<file path="config.mk">
export PLATFORM = sky130hd
export DESIGN_NAME = pt_fetcher
export DESIGN_NICKNAME = d
export VERILOG_FILES = /design/src/rtl/pt_fetcher.sv
export SDC_FILE = /design/constraint.sdc
export NUM_CORES = 1
export LEC_CHECK = 0
export ABC_AREA = 1
export BUFFER_PORTS_ARGS = -buffer_cell sky130_fd_sc_hd__clkbuf_2
export CAP_MARGIN = 40
export CELL_PAD_IN_SITES_DETAIL_PLACEMENT = 1
export CELL_PAD_IN_SITES_GLOBAL_PLACEMENT = 2
export CORE_MARGIN = 3
export CORE_UTILIZATION = 23
export DETAILED_ROUTE_END_ITERATION = 8
export PLACE_DENSITY_LB_ADDON = 0.1
export SLEW_MARGIN = 20
export SYNTH_ARGS = -nofsm -noshare
export SYNTH_HDL_FRONTEND = slang
export SYNTH_SLANG_ARGS = --single-unit
</file>
<file path="constraint.sdc">
create_clock -name clock -period 1.4 [get_ports clock]
set_clock_uncertainty 0.1 [all_clocks]
set_input_delay 0.07 -clock clock [delete_from_list [all_inputs] [get_ports clock]]
set_output_delay 0.07 -clock clock [all_outputs]
set_load 0.01 [all_outputs]
</file>
<file path="src/rtl/pt_fetcher.sv">
// Pixel read-modify-write fetcher: merges an 18-bit pixel into its half of a 36-bit memory word.
// Optional write coalescing of the partner pixel while the write waits: define PTF_COALESCE_EN.
module pt_fetcher #(
  parameter int WIDTH_BITS   = 10,
  parameter int HEIGHT_BITS  = 9,
  parameter int MEM_BITS     = 36,
  parameter int PIX_BITS     = 18,
  parameter int READ_LATENCY = 2
) (
  input  logic                   clock,
  input  logic                   reset,
  input  logic                   pt_flag,
  input  logic [WIDTH_BITS-1:0]  pt_x,
  input  logic [HEIGHT_BITS-1:0] pt_y,
  input  logic [PIX_BITS-1:0]    pt_pixel,
  output logic                   done_pt,
  output logic                   ptf_flag,
  output logic                   ptf_wr,
  output logic [WIDTH_BITS-1:0]  ptf_x,
  output logic [HEIGHT_BITS-1:0] ptf_y,
  output logic [MEM_BITS-1:0]    ptf_pixel_write,
  input  logic                   done_ptf,
  input  logic [MEM_BITS-1:0]    ptf_pixel_read,
  output logic                   busy
);

  typedef enum logic [1:0] {IDLE, RD_REQ, RD_WAIT, WR_REQ} state_t;

  localparam int CNT_BITS = (READ_LATENCY > 1) ? $clog2(READ_LATENCY) : 1;

  state_t                 state, state_next;
  logic [WIDTH_BITS-1:0]  x_q;
  logic [HEIGHT_BITS-1:0] y_q;
  logic [PIX_BITS-1:0]    pix_q;
  logic [MEM_BITS-1:0]    word_q;
  logic [CNT_BITS-1:0]    cnt_q;
  logic                   accept, capture, coalesce, req;

  // Even x owns the upper half of the word, odd x the lower half.
  function automatic logic [MEM_BITS-1:0] merge(input logic [MEM_BITS-1:0] w,
                                                input logic odd,
                                                input logic [PIX_BITS-1:0] p);
    return odd ? {w[MEM_BITS-1:PIX_BITS], p} : {p, w[PIX_BITS-1:0]};
  endfunction

  always_comb begin
    state_next = state;
    accept     = 1'b0;
    capture    = 1'b0;
    coalesce   = 1'b0;
    case (state)
      IDLE:    if (pt_flag) begin
                 accept     = 1'b1;
                 state_next = RD_REQ;
               end
      RD_REQ:  if (done_ptf) state_next = RD_WAIT;
      RD_WAIT: if (cnt_q == '0) begin
                 capture    = 1'b1;
                 state_next = WR_REQ;
               end
      WR_REQ: begin
        if (done_ptf) state_next = IDLE;
`ifdef PTF_COALESCE_EN
        else if (pt_flag && pt_y == y_q && pt_x[WIDTH_BITS-1:1] == x_q[WIDTH_BITS-1:1])
          coalesce = 1'b1;
`endif
      end
      default: state_next = IDLE;
    endcase
  end

  // Outputs are gated by reset so nothing leaks during the reset cycle itself.
  always_comb begin
    req             = !reset && (state == RD_REQ || state == WR_REQ);
    done_pt         = !reset && (accept || coalesce);
    busy            = !reset && (state != IDLE);
    ptf_flag        = req;
    ptf_wr          = req && (state == WR_REQ);
    ptf_x           = req ? x_q : '0;
    ptf_y           = req ? y_q : '0;
    ptf_pixel_write = (req && state == WR_REQ) ? word_q : '0;
  end

  always_ff @(posedge clock) begin
    if (reset) begin
      state  <= IDLE;
      x_q    <= '0;
      y_q    <= '0;
      pix_q  <= '0;
      word_q <= '0;
      cnt_q  <= '0;
    end else begin
      state <= state_next;
      if (accept) begin
        x_q   <= pt_x;
        y_q   <= pt_y;
        pix_q <= pt_pixel;
      end
      if (state == RD_REQ && done_ptf)
        cnt_q <= CNT_BITS'(READ_LATENCY - 1);
      else if (state == RD_WAIT && cnt_q != '0)
        cnt_q <= cnt_q - 1'b1;
      if (capture)
        word_q <= merge(ptf_pixel_read, x_q[0], pix_q);
      else if (coalesce)
        word_q <= merge(word_q, pt_x[0], pt_pixel);
    end
  end

endmodule

</file>
# Yosys cells after proc, flatten, opt, wreduce, memory -nomap -nowiden
# Cells that the tools add are included.
[word_totals]
register_bits = 76
[op_classes]
addsub = 1
eq_ne = 7
muxes = 15
n_reduce_logical = 12
[op_table]
columns = ["cell", "n"]
rows = [
  ["$mux 36", 2],
  ["$mux 10", 1],
  ["$mux 9", 1],
  ["$mux 2", 4],
  ["$ne 2x2->1 const B", 4],
  ["$pmux 2 s4", 1],
  ["$logic_and 1x1->1", 6],
  ["$mux 1", 6],
  ["$eq 2x2->1 const B", 2],
  ["$reduce_and 4->1", 1],
  ["$reduce_bool 2->1", 2],
  ["$eq 2x1->1 const B", 1],
  ["$logic_not 2->1", 1],
  ["$logic_not 1->1", 1],
  ["$logic_or 1x1->1", 1],
  ["$sub 1x1->1 const B", 1],
]

# Longest topological paths before layout
# Gate-level depths: netlist of run 1.
[logic_depth]
depth_word = 5
depth_mapped = 8

# Worst setup path before layout of run 1
# OpenSTA, ideal clock, no wires.
[synth_path]
path_kind = "register to register"
start = "register state[0]"
end = "register word_q[30]"
setup_time_ns = 0.117
arrival_time_ns = 1.157
required_ns = 1.183
slack_ns = 0.026
path_stages_with_launch = 9
n_path_buf = 1
synth_period_minus_slack_ns = 1.374
path_cell_list = "dfxtp_1 inv_1 ha_1 inv_2 nor2_8 buf_6 o21ai_1 a21oi_1 nor2_1"
[synth_via]
elab_chain_len = 2
[synth_lines]
columns = ["element", "line", "rtl"]
rows = [
  ["from (decl)", "31", "state_t state, state_next;"],
  ["from (signal assigned)", "93", "state <= state_next;"],
  ["$eq 2x2->1", "51", "case (state)"],
  ["$mux 1", "51", ""],
  ["to (signal assigned)", "104", "word_q <= merge(ptf_pixel_read, x_q[0], pix_q);"],
  ["to (signal assigned)", "106", "word_q <= merge(word_q, pt_x[0], pt_pixel);"],
  ["to (decl)", "35", "logic [MEM_BITS-1:0] word_q;"],
]
# No other way between the ends.
# A chain may end at the register's enable or synchronous reset.

# Worst setup path in the final report of run 1
[layout_path]
start = "register state[0]"
end = "output port ptf_x[3]"
[layout_via]
elab_chain_len = 4
[layout_lines]
columns = ["element", "line", "rtl"]
rows = [
  ["$eq 2x1->1 or $eq 2x2->1 (tied branches)", "74", "req = !reset && (state == RD_REQ || state == WR_REQ);"],
  ["$logic_or 1x1->1 *", "74", ""],
  ["$logic_and 1x1->1 *", "74", ""],
  ["$mux 10 *", "79", "ptf_x = req ? x_q : '0;"],
  ["to (decl)", "19", "output logic [WIDTH_BITS-1:0] ptf_x,"],
]
# Mark *: on every way between the ends. The rest lies on a longest branch, timed or not.

==> impl_metrics.json, run 1 <==
{
  "timing.final.ws_setup_ns": -0.316,
  "fin_hold_ws_ns": 0.166,
  "fillers": 1818,
  "crit_fanout": 5,
  "synthesis.nets": 600,
  "finalNetCount": 826,
  "regArea_um2": 1530,
  "synth_cell_type_count": 18,
  "dpl.hpwl_mm": 8.90,
  "hold_path_class": "in2reg",
  "yosysSeqAreaShare_pct": 42.5,
  "cp-start-kind": "flop",
  "gp_congestion": 0.734,
  "final_cell_mix": "clkbuf_2, nor2_1, inv_1",
  "syn_avg_cell_area_um2": 6.90,
  "vias": 4099,
  "synth_area_leaders": "dfxtp_1, nor2_1, a21oi_1, o21ai_0, inv_1",
  "drc": 0,
  "firstDrtPassIters": 4,
  "slew_viol_final": 0,
  "switchingPower_mw": 3.86,
  "crit_type": "reg2out",
  "grt_setup_unrepaired": "true",
  "die_x_um": 131,
  "die_h_um": 131,
  "fp-row-count": 44,
  "setup_violations": 97,
  "tritoncts": "done",
  "fin_cells": 933,
  "slew-limit-headroom_pct": 76.5,
  "period_share_pct": 123,
  "clk_pin_slew_worst_paths_ns": 0.05,
  "synth-seq-cells": 76,
  "switching_share_pct": 36.7,
  "finalSetupTns_ns": -21.67,
  "wl_per_cell_um": 15.1,
  "io_pins": 136,
  "ant_nets": 0,
  "grtUsageTotal_pct": 16.1,
  "pwr-share-comb_pct": 46.3,
  "dp_cells": 824,
  "grt_pass1_vias": 4249,
  "peakVddDrop_mv": 0.873,
  "drive_gt1_share_pct": 30.2,
  "status": "finished with violations",
  "hold_violations": 0,
  "violations": "negative setup slack",
  "clkPwrFrac_pct": 22.9,
  "p_leak_nw": 2.72,
  "clock_latency_ns": 0.34,
  "netlist_area_um2": 3580,
  "routed_wl_mm": 14.0,
  "syn_to_final_growth_pct": 69.1,
  "p_seq_share_pct": 30.8,
  "synth_largest_area_cell": "dfxtp_1",
  "dieArea_um2": 17100,
  "ys_warn_count": 0,
  "drt-initial-drc-count": 131,
  "arrival_ns": 1.55,
  "multi_input_area_um2": 1640,
  "overflow": 0,
  "fmax_mhz": 583,
  "antenna_found_initial": 1,
  "final_common_cell": "clkbuf_2",
  "clock_sinks": 76,
  "cts-root-buf": "clkbuf_16",
  "syn_inst": 518,
  "grt_pass1_wl_mm": 21.2,
  "p_int_mw": 6.65,
  "end_kind": "output port",
  "power_mw": 10.5,
  "start_util_pct": 24.1,
  "coreArea_um2": 14900,
  "cp.required_ns": 1.23,
  "finalCriticalPeriod_ns": 1.72,
  "worst_slew_pin_slew_ns": 0.352,
  "cts.htree.levels": 3,
  "clockBufferDepth": 2,
  "grt_max_degree": 48,
  "vias_per_cell": 4.39,
  "cts-buffers-inserted": 9,
  "powerDensity_nw_per_um2": 1740,
  "cap_violations": 0,
  "synth.top_cell.area_share_pct": 42.5,
  "io_buffer_count": 135,
  "place_ws_ns": -0.103
}
[area by class of cell]
type	instances	area share [%]
well taps	184	3.81
repair buffers	250	33.5
clock inverters	1	0.497
flip-flops and latches	76	25.3
multi-input cells	324	27.2
clock buffers	14	4.53
inverters	83	5.23
diodes	1	0.0414
[power by group through the flow]
stage / Clock, mW / Sequential, mW / Combinational (mW)
after global placement: 0 / 3.23 / 3.46
after detailed placement: 0 / 3.25 / 3.56
final: 2.40 / 3.24 / 4.87
after CTS: 2.50 / 3.24 / 4.46
after floorplan: 0 / 3.14 / 2.50
after global routing: 2.59 / 3.33 / 5.44
[stage by stage]
step / area (µm²) / util (%)
6_report: 6050 / 40.7
4_1_cts: 5850 / 39.4
2_1_floorplan: 3580 / -
3_5_place_dp: 4520 / 30.4
3_3_place_gp: 4520 / 30.4
5_1_grt: 6050 / 40.7
[flip-flops by register name, indices dropped and copies added (netlist names)]
register,flops
pix_q,18
cnt_q,1
x_q,10
word_q,36
state,2
y_q,9
[per-layer routing]
metal  part of all wire (%)  GRT usage, %  up-vias
met5                      0             0        -
met4                   0.96          3.69        0
met3                    4.3          4.47        9
met2                     53          30.1       92
met1                     42          18.0     1912
li1                       -             -     2086
[synth_stat cells]
library cell  instances
nor2_1              103
inv_1                81
dfxtp_1              76
a21oi_1              74
o21ai_0              62
nand2_1              43
o21ai_1              30
buf_2                14
buf_6                12
clkbuf_1              7
ha_1                  5
buf_4                 2
inv_2                 2
nand2_2               2
nand3_1               2
clkbuf_2              1
nor2_8                1
o21bai_1              1
[critical path, stage by stage, from the launching register on]
cell and delay [ns]:
dfxtp_2 0.33, buf_6 0.12, ha_4 0.15, o21ai_4 0.25, buf_6 0.18, nor2_2 0.04
buf_2 0.13
[kinds of logic after synthesis]
group	Yosys count	share of synthesized area [%]
fa+ha+maj	5	1.75
flops	76	42.5
compound gates	167	23.4
simple gates	151	16.5
buf+inv	119	15.7
[what timing repair did]
action,CTS,global route
resized for setup,48,39
hold endpoints to repair,73,1
pin swaps,3,9
gates cloned,7,5
buffers inserted,4,3
setup endpoints to repair,132,112
hold buffers,74,1
[path summary, 6_finish.rpt]
path         startpoint          to  slack, ns  cells after the start
min reg2reg      x_q[8]      x_q[8]       0.36                      2
max reg2reg    state[0]  word_q[22]      -0.20                      8
max            state[0]    ptf_x[3]      -0.32                      6
min             pt_flag    state[1]       0.17                      7
Power figures use the tool's default switching activity.
==> inputs of run 2 (changes only) <==
CORE_UTILIZATION = 27   (was 23)
clock period = 2.2 ns   (was 1.4 ns; I/O delays follow)
==> run 2 against run 1 <==
  * The run now ends clean
  * Clock power shrank 44%
  * Register-to-register slack gained 0.63 ns
  * Sequential power shrank 37%
  * Die area shrank 14%
  * Sequential share of layout area grew 4.0 points
  * Wire length shrank 14%
  * Via count shrank 5.7%
  * Cell area shrank 14%
  * Utilization is essentially flat
  * Clock-buffer cell count is the same
  * Worst hold slack lost 0.16 ns
  * Critical path type unchanged
  * Critical endpoint is now ptf_pixel_write[9]
  * Highest routed layer unchanged
==> impl_metrics.json, run 2 (same netlist as run 1, synthesis figures left out) <==
{
  "tritoncts": "done",
  "worst_slew_pin_slew_ns": 0.694,
  "hold_path_class": "in2reg",
  "placed_area_um2": 4300,
  "clk_pin_slew_worst_paths_ns": 0.06,
  "cts-root-buf": "clkbuf_16",
  "finalCriticalPeriod_ns": 1.91,
  "final_cell_mix": "clkbuf_2, nor2_1, inv_1",
  "end_kind": "output port",
  "vias": 3867,
  "cp.required_ns": 1.99,
  "syn_to_final_growth_pct": 45.5,
  "grt_pass1_wl_mm": 19.5,
  "die_x_um": 121,
  "clockBufferDepth": 2,
  "utilization_pct": 40.7,
  "io_buffer_count": 135,
  "powerDensity_nw_per_um2": 1040,
  "antenna_cells": 0,
  "finalNetCount": 781,
  "routed_wl_mm": 12.1,
  "p_leak_nw": 2.37,
  "cts-buffers-inserted": 9,
  "crit_fanout": 22,
  "die_h_um": 121,
  "regMostFlops": "word_q",
  "clock_sinks": 76,
  "hold_violations": 0,
  "finalSetupTns_ns": 0,
  "peakVddDrop_mv": 0.361,
  "postCtsSetupBuffers": 0,
  "slew-limit-headroom_pct": 53.7,
  "period_share_pct": 86.6,
  "ant_nets": 0,
  "grt_pass1_vias": 4035,
  "drive_gt1_share_pct": 22.9,
  "grt_setup_unrepaired": "false",
  "fin_area_um2": 5200,
  "wl_per_cell_um": 13.8,
  "overflow": 0,
  "vias_per_cell": 4.41,
  "start_util_pct": 28.0,
  "fin_cells": 876,
  "firstDrtPassIters": 4,
  "fmax_mhz": 525,
  "clock_latency_ns": 0.33,
  "cts.htree.levels": 3,
  "crit_type": "reg2out",
  "status": "completed",
  "dp_cells": 797,
  "cap_violations": 0,
  "dieArea_um2": 14700,
  "io_pins": 136,
  "antenna_found_initial": 0,
  "drt-initial-drc-count": 204,
  "final_common_cell": "clkbuf_2",
  "grt_max_degree": 76,
  "gp_congestion": 0.768,
  "grtUsageTotal_pct": 16.8,
  "ff2ff_setup_slack_ns": 0.43,
  "fp-row-count": 41,
  "coreArea_um2": 12800,
  "slew_viol_final": 0,
  "drc": 0,
  "arrival_ns": 1.70,
  "largest_reg_flops": 36,
  "top_regs": "word_q (36), pix_q (18), x_q (10)",
  "setup_violations": 0,
  "cp-start-kind": "flop",
  "dpl.hpwl_mm": 8.09
}
## run 2: cell type report
class | instances | area (µm²)
fillers | 1655 | 7570
clock inverters | 2 | 10.0
inverters | 83 | 312
well taps | 172 | 215
flip-flops and latches | 76 | 1520
repair buffers | 206 | 1390
multi-input cells | 323 | 1500
clock buffers | 14 | 254
## run 2: critical path, cell delays in order (launching register included)
cell and delay (ns):
dfxtp_1 0.40, ha_1 0.28, nand2_4 0.21, buf_4 0.23, nor2_1 0.10, clkbuf_2 0.14
## run 2: per-stage QoR
step / worst slack [ns] / total power [mW] / hold slack (ns)
after floorplan: 0.822 / 3.59 / 0.0791
after global placement: 0.471 / 3.99 / 0.250
after detailed placement: 0.435 / 4.06 / 0.254
after CTS: 0.0888 / 5.53 / 0.0000964
after global routing: 0.126 / 5.92 / 0.0169
final: 0.295 / 5.43 / 0.00744
## run 2: path summary, 6_finish.rpt
| path | start | to | depth (start not counted) |
|---|---|---|---|
| setup / recovery | state[0] | ptf_pixel_write[9] | 5 |
| hold / removal | ptf_pixel_read[1] | word_q[1] | 5 |
| setup reg to reg | state[0] | word_q[18] | 8 |
| hold reg to reg | x_q[3] | x_q[3] | 2 |
## run 2: layer usage
layer	wire length (µm)	global-route usage [%]
met1	4960	18.7
met4	194	5.03
met2	6350	31.5
met3	600	3.73
met5	0	0
## run 2: report_power, final
group | leakage (nW) | switching (mW) | internal, mW
logic | 1.62 | 1.30 | 0.746
registers | 0.626 | 0.212 | 1.82
clock network | 0.131 | 0.555 | 0.793
total | 2.37 | 2.07 | 3.36
## run 2: timing repair
action,4_1_cts,5_1_grt
hold buffers,63,0
endpoints found under the setup margin,0,13
resized for setup,0,1
endpoints found under the hold margin,62,0
==> inputs of run 3 (changes only) <==
MAX_ROUTING_LAYER = met4   (was unset)
==> run 3 against run 2 <==
  * Power hardly changed
  * Maximum frequency hardly changed
  * Sequential share of layout area stayed put
  * First-iteration DRC count is 2.9% lower
  * Clock-buffer cell count stayed put
  * Die area stayed put
  * Final cell count stayed put
  * Global-route usage is 0.44 points higher
  * Sequential power hardly changed
  * Clock power hardly changed
  * Utilization stayed put
  * Wire length hardly changed
  * Critical path type unchanged
  * Largest cell class unchanged
  * Highest routed layer unchanged
==> impl_metrics.json, run 3 (same netlist as run 1, synthesis figures left out) <==
{
  "status": "completed",
  "dpl.hpwl_mm": 8.09,
  "syn_to_final_growth_pct": 45.5,
  "vias_per_cell": 4.42,
  "p_int_mw": 3.36,
  "peakVddDrop_mv": 0.358,
  "dieArea_um2": 14700,
  "clk_pin_slew_worst_paths_ns": 0.06,
  "die_h_um": 121,
  "drive_gt1_share_pct": 22.9,
  "antenna_found_initial": 0,
  "vias": 3873,
  "coreArea_um2": 12800,
  "worst_slew_pin_slew_ns": 0.707,
  "arrival_ns": 1.69,
  "hold_violations": 0,
  "grt_pass1_vias": 4048,
  "setup_violations": 0,
  "overflow": 0,
  "pwr-share-comb_pct": 37.6,
  "cp.required_ns": 1.99,
  "cap_violations": 0,
  "cp-start-kind": "flop",
  "crit_type": "reg2out",
  "final_cell_mix": "clkbuf_2, nor2_1, inv_1",
  "top_regs": "word_q (36), pix_q (18), x_q (10)",
  "crit_fanout": 22,
  "routed_wl_mm": 12.1,
  "drt-initial-drc-count": 198,
  "power_mw": 5.42,
  "grt_pass1_wl_mm": 19.4,
  "period_share_pct": 86.5,
  "gp_congestion": 0.778,
  "min_path_cells": 5,
  "clkPwrFrac_pct": 24.8,
  "r2r_cells": 8,
  "end_kind": "output port",
  "fin_hold_ws_ns": 0.00781,
  "switchingPower_mw": 2.06,
  "regMostFlops": "word_q",
  "cts.htree.levels": 3,
  "io_pins": 136,
  "grt_max_degree": 76,
  "clock_latency_ns": 0.33,
  "postCtsSetupBuffers": 0,
  "tritoncts": "done",
  "clockBufferDepth": 2,
  "wl_per_cell_um": 13.8,
  "grtUsageTotal_pct": 17.2,
  "slew_viol_final": 0,
  "finalSetupTns_ns": 0,
  "p_leak_nw": 2.37,
  "ant_nets": 0,
  "drc": 0,
  "grt_setup_unrepaired": "false",
  "die_x_um": 121,
  "slew-limit-headroom_pct": 52.8,
  "hold_path_class": "in2reg",
  "p_seq_share_pct": 37.5,
  "firstDrtPassIters": 4,
  "start_util_pct": 28.0,
  "powerDensity_nw_per_um2": 1040,
  "fmax_mhz": 525,
  "switching_share_pct": 38.0,
  "finalCriticalPeriod_ns": 1.90,
  "antenna_cells": 0,
  "final_common_cell": "clkbuf_2",
  "cts-root-buf": "clkbuf_16",
  "utilization_pct": 40.7,
  "io_buffer_count": 135,
  "cts-buffers-inserted": 9,
  "largest_reg_flops": 36,
  "clock_sinks": 76,
  "fp-row-count": 41,
  "finalNetCount": 781
}
==> run 3: cell counts in the layout (fill, tap and decap cells not counted) <==
No cell type changed its count.
==> run 3: metal layers <==
metal	part of all wire (%)	GRT usage, %
met5	0	-
met4	1.5	5.03
met3	4.8	3.59
met2	52	31.6
met1	41	18.7
==> run 3: per-stage QoR <==
| stage | worst slack (ns) | cells | instance area (µm²) |
|---|---|---|---|
| floorplan | 0.822 | 518 | 3580 |
| global placement | 0.471 | 797 | 4300 |
| detailed placement | 0.435 | 797 | 4300 |
| CTS | 0.0888 | 876 | 5200 |
| global route | 0.126 | 876 | 5200 |
| finish | 0.297 | 876 | 5200 |
==> run 3: final cells by class <==
| class | count | area (µm²) |
|---|---|---|
| fill | 1655 | 7570 |
| sequential | 76 | 1520 |
| multi-input combinational | 323 | 1500 |
| timing repair buffer | 206 | 1390 |
| inverter | 83 | 312 |
| clock buffer | 14 | 254 |
| tap | 172 | 215 |
| clock inverter | 2 | 10.0 |
==> run 3: worst paths after layout <==
check,from,endpoint,slack [ns]
worst min-delay path,ptf_pixel_read[1],word_q[1],0.008
worst max-delay path,state[0],ptf_pixel_write[9],0.30
worst max register to register,state[0],word_q[18],0.46
worst min register to register,x_q[3],x_q[3],0.35
==> run 3: what timing repair did <==
action                                  CTS  global route
resized for setup                         0             1
endpoints found under the hold margin    62             0
hold buffers                             63             0
endpoints found under the setup margin    0            13
==> run 3: power groups by stage <==
stage	Sequential (mW)	Combinational [mW]	Clock (mW)
after floorplan	2.00	1.59	0
after global placement	2.05	1.94	0
after detailed placement	2.07	1.99	0
after CTS	2.04	2.09	1.40
after global routing	2.09	2.38	1.45
final	2.03	2.04	1.35
==> run 3: critical path: stages (launching register included) <==
cell and delay, ns:
dfxtp_1 0.40, ha_1 0.28, nand2_4 0.21, buf_4 0.23
nor2_1 0.10, clkbuf_2 0.14
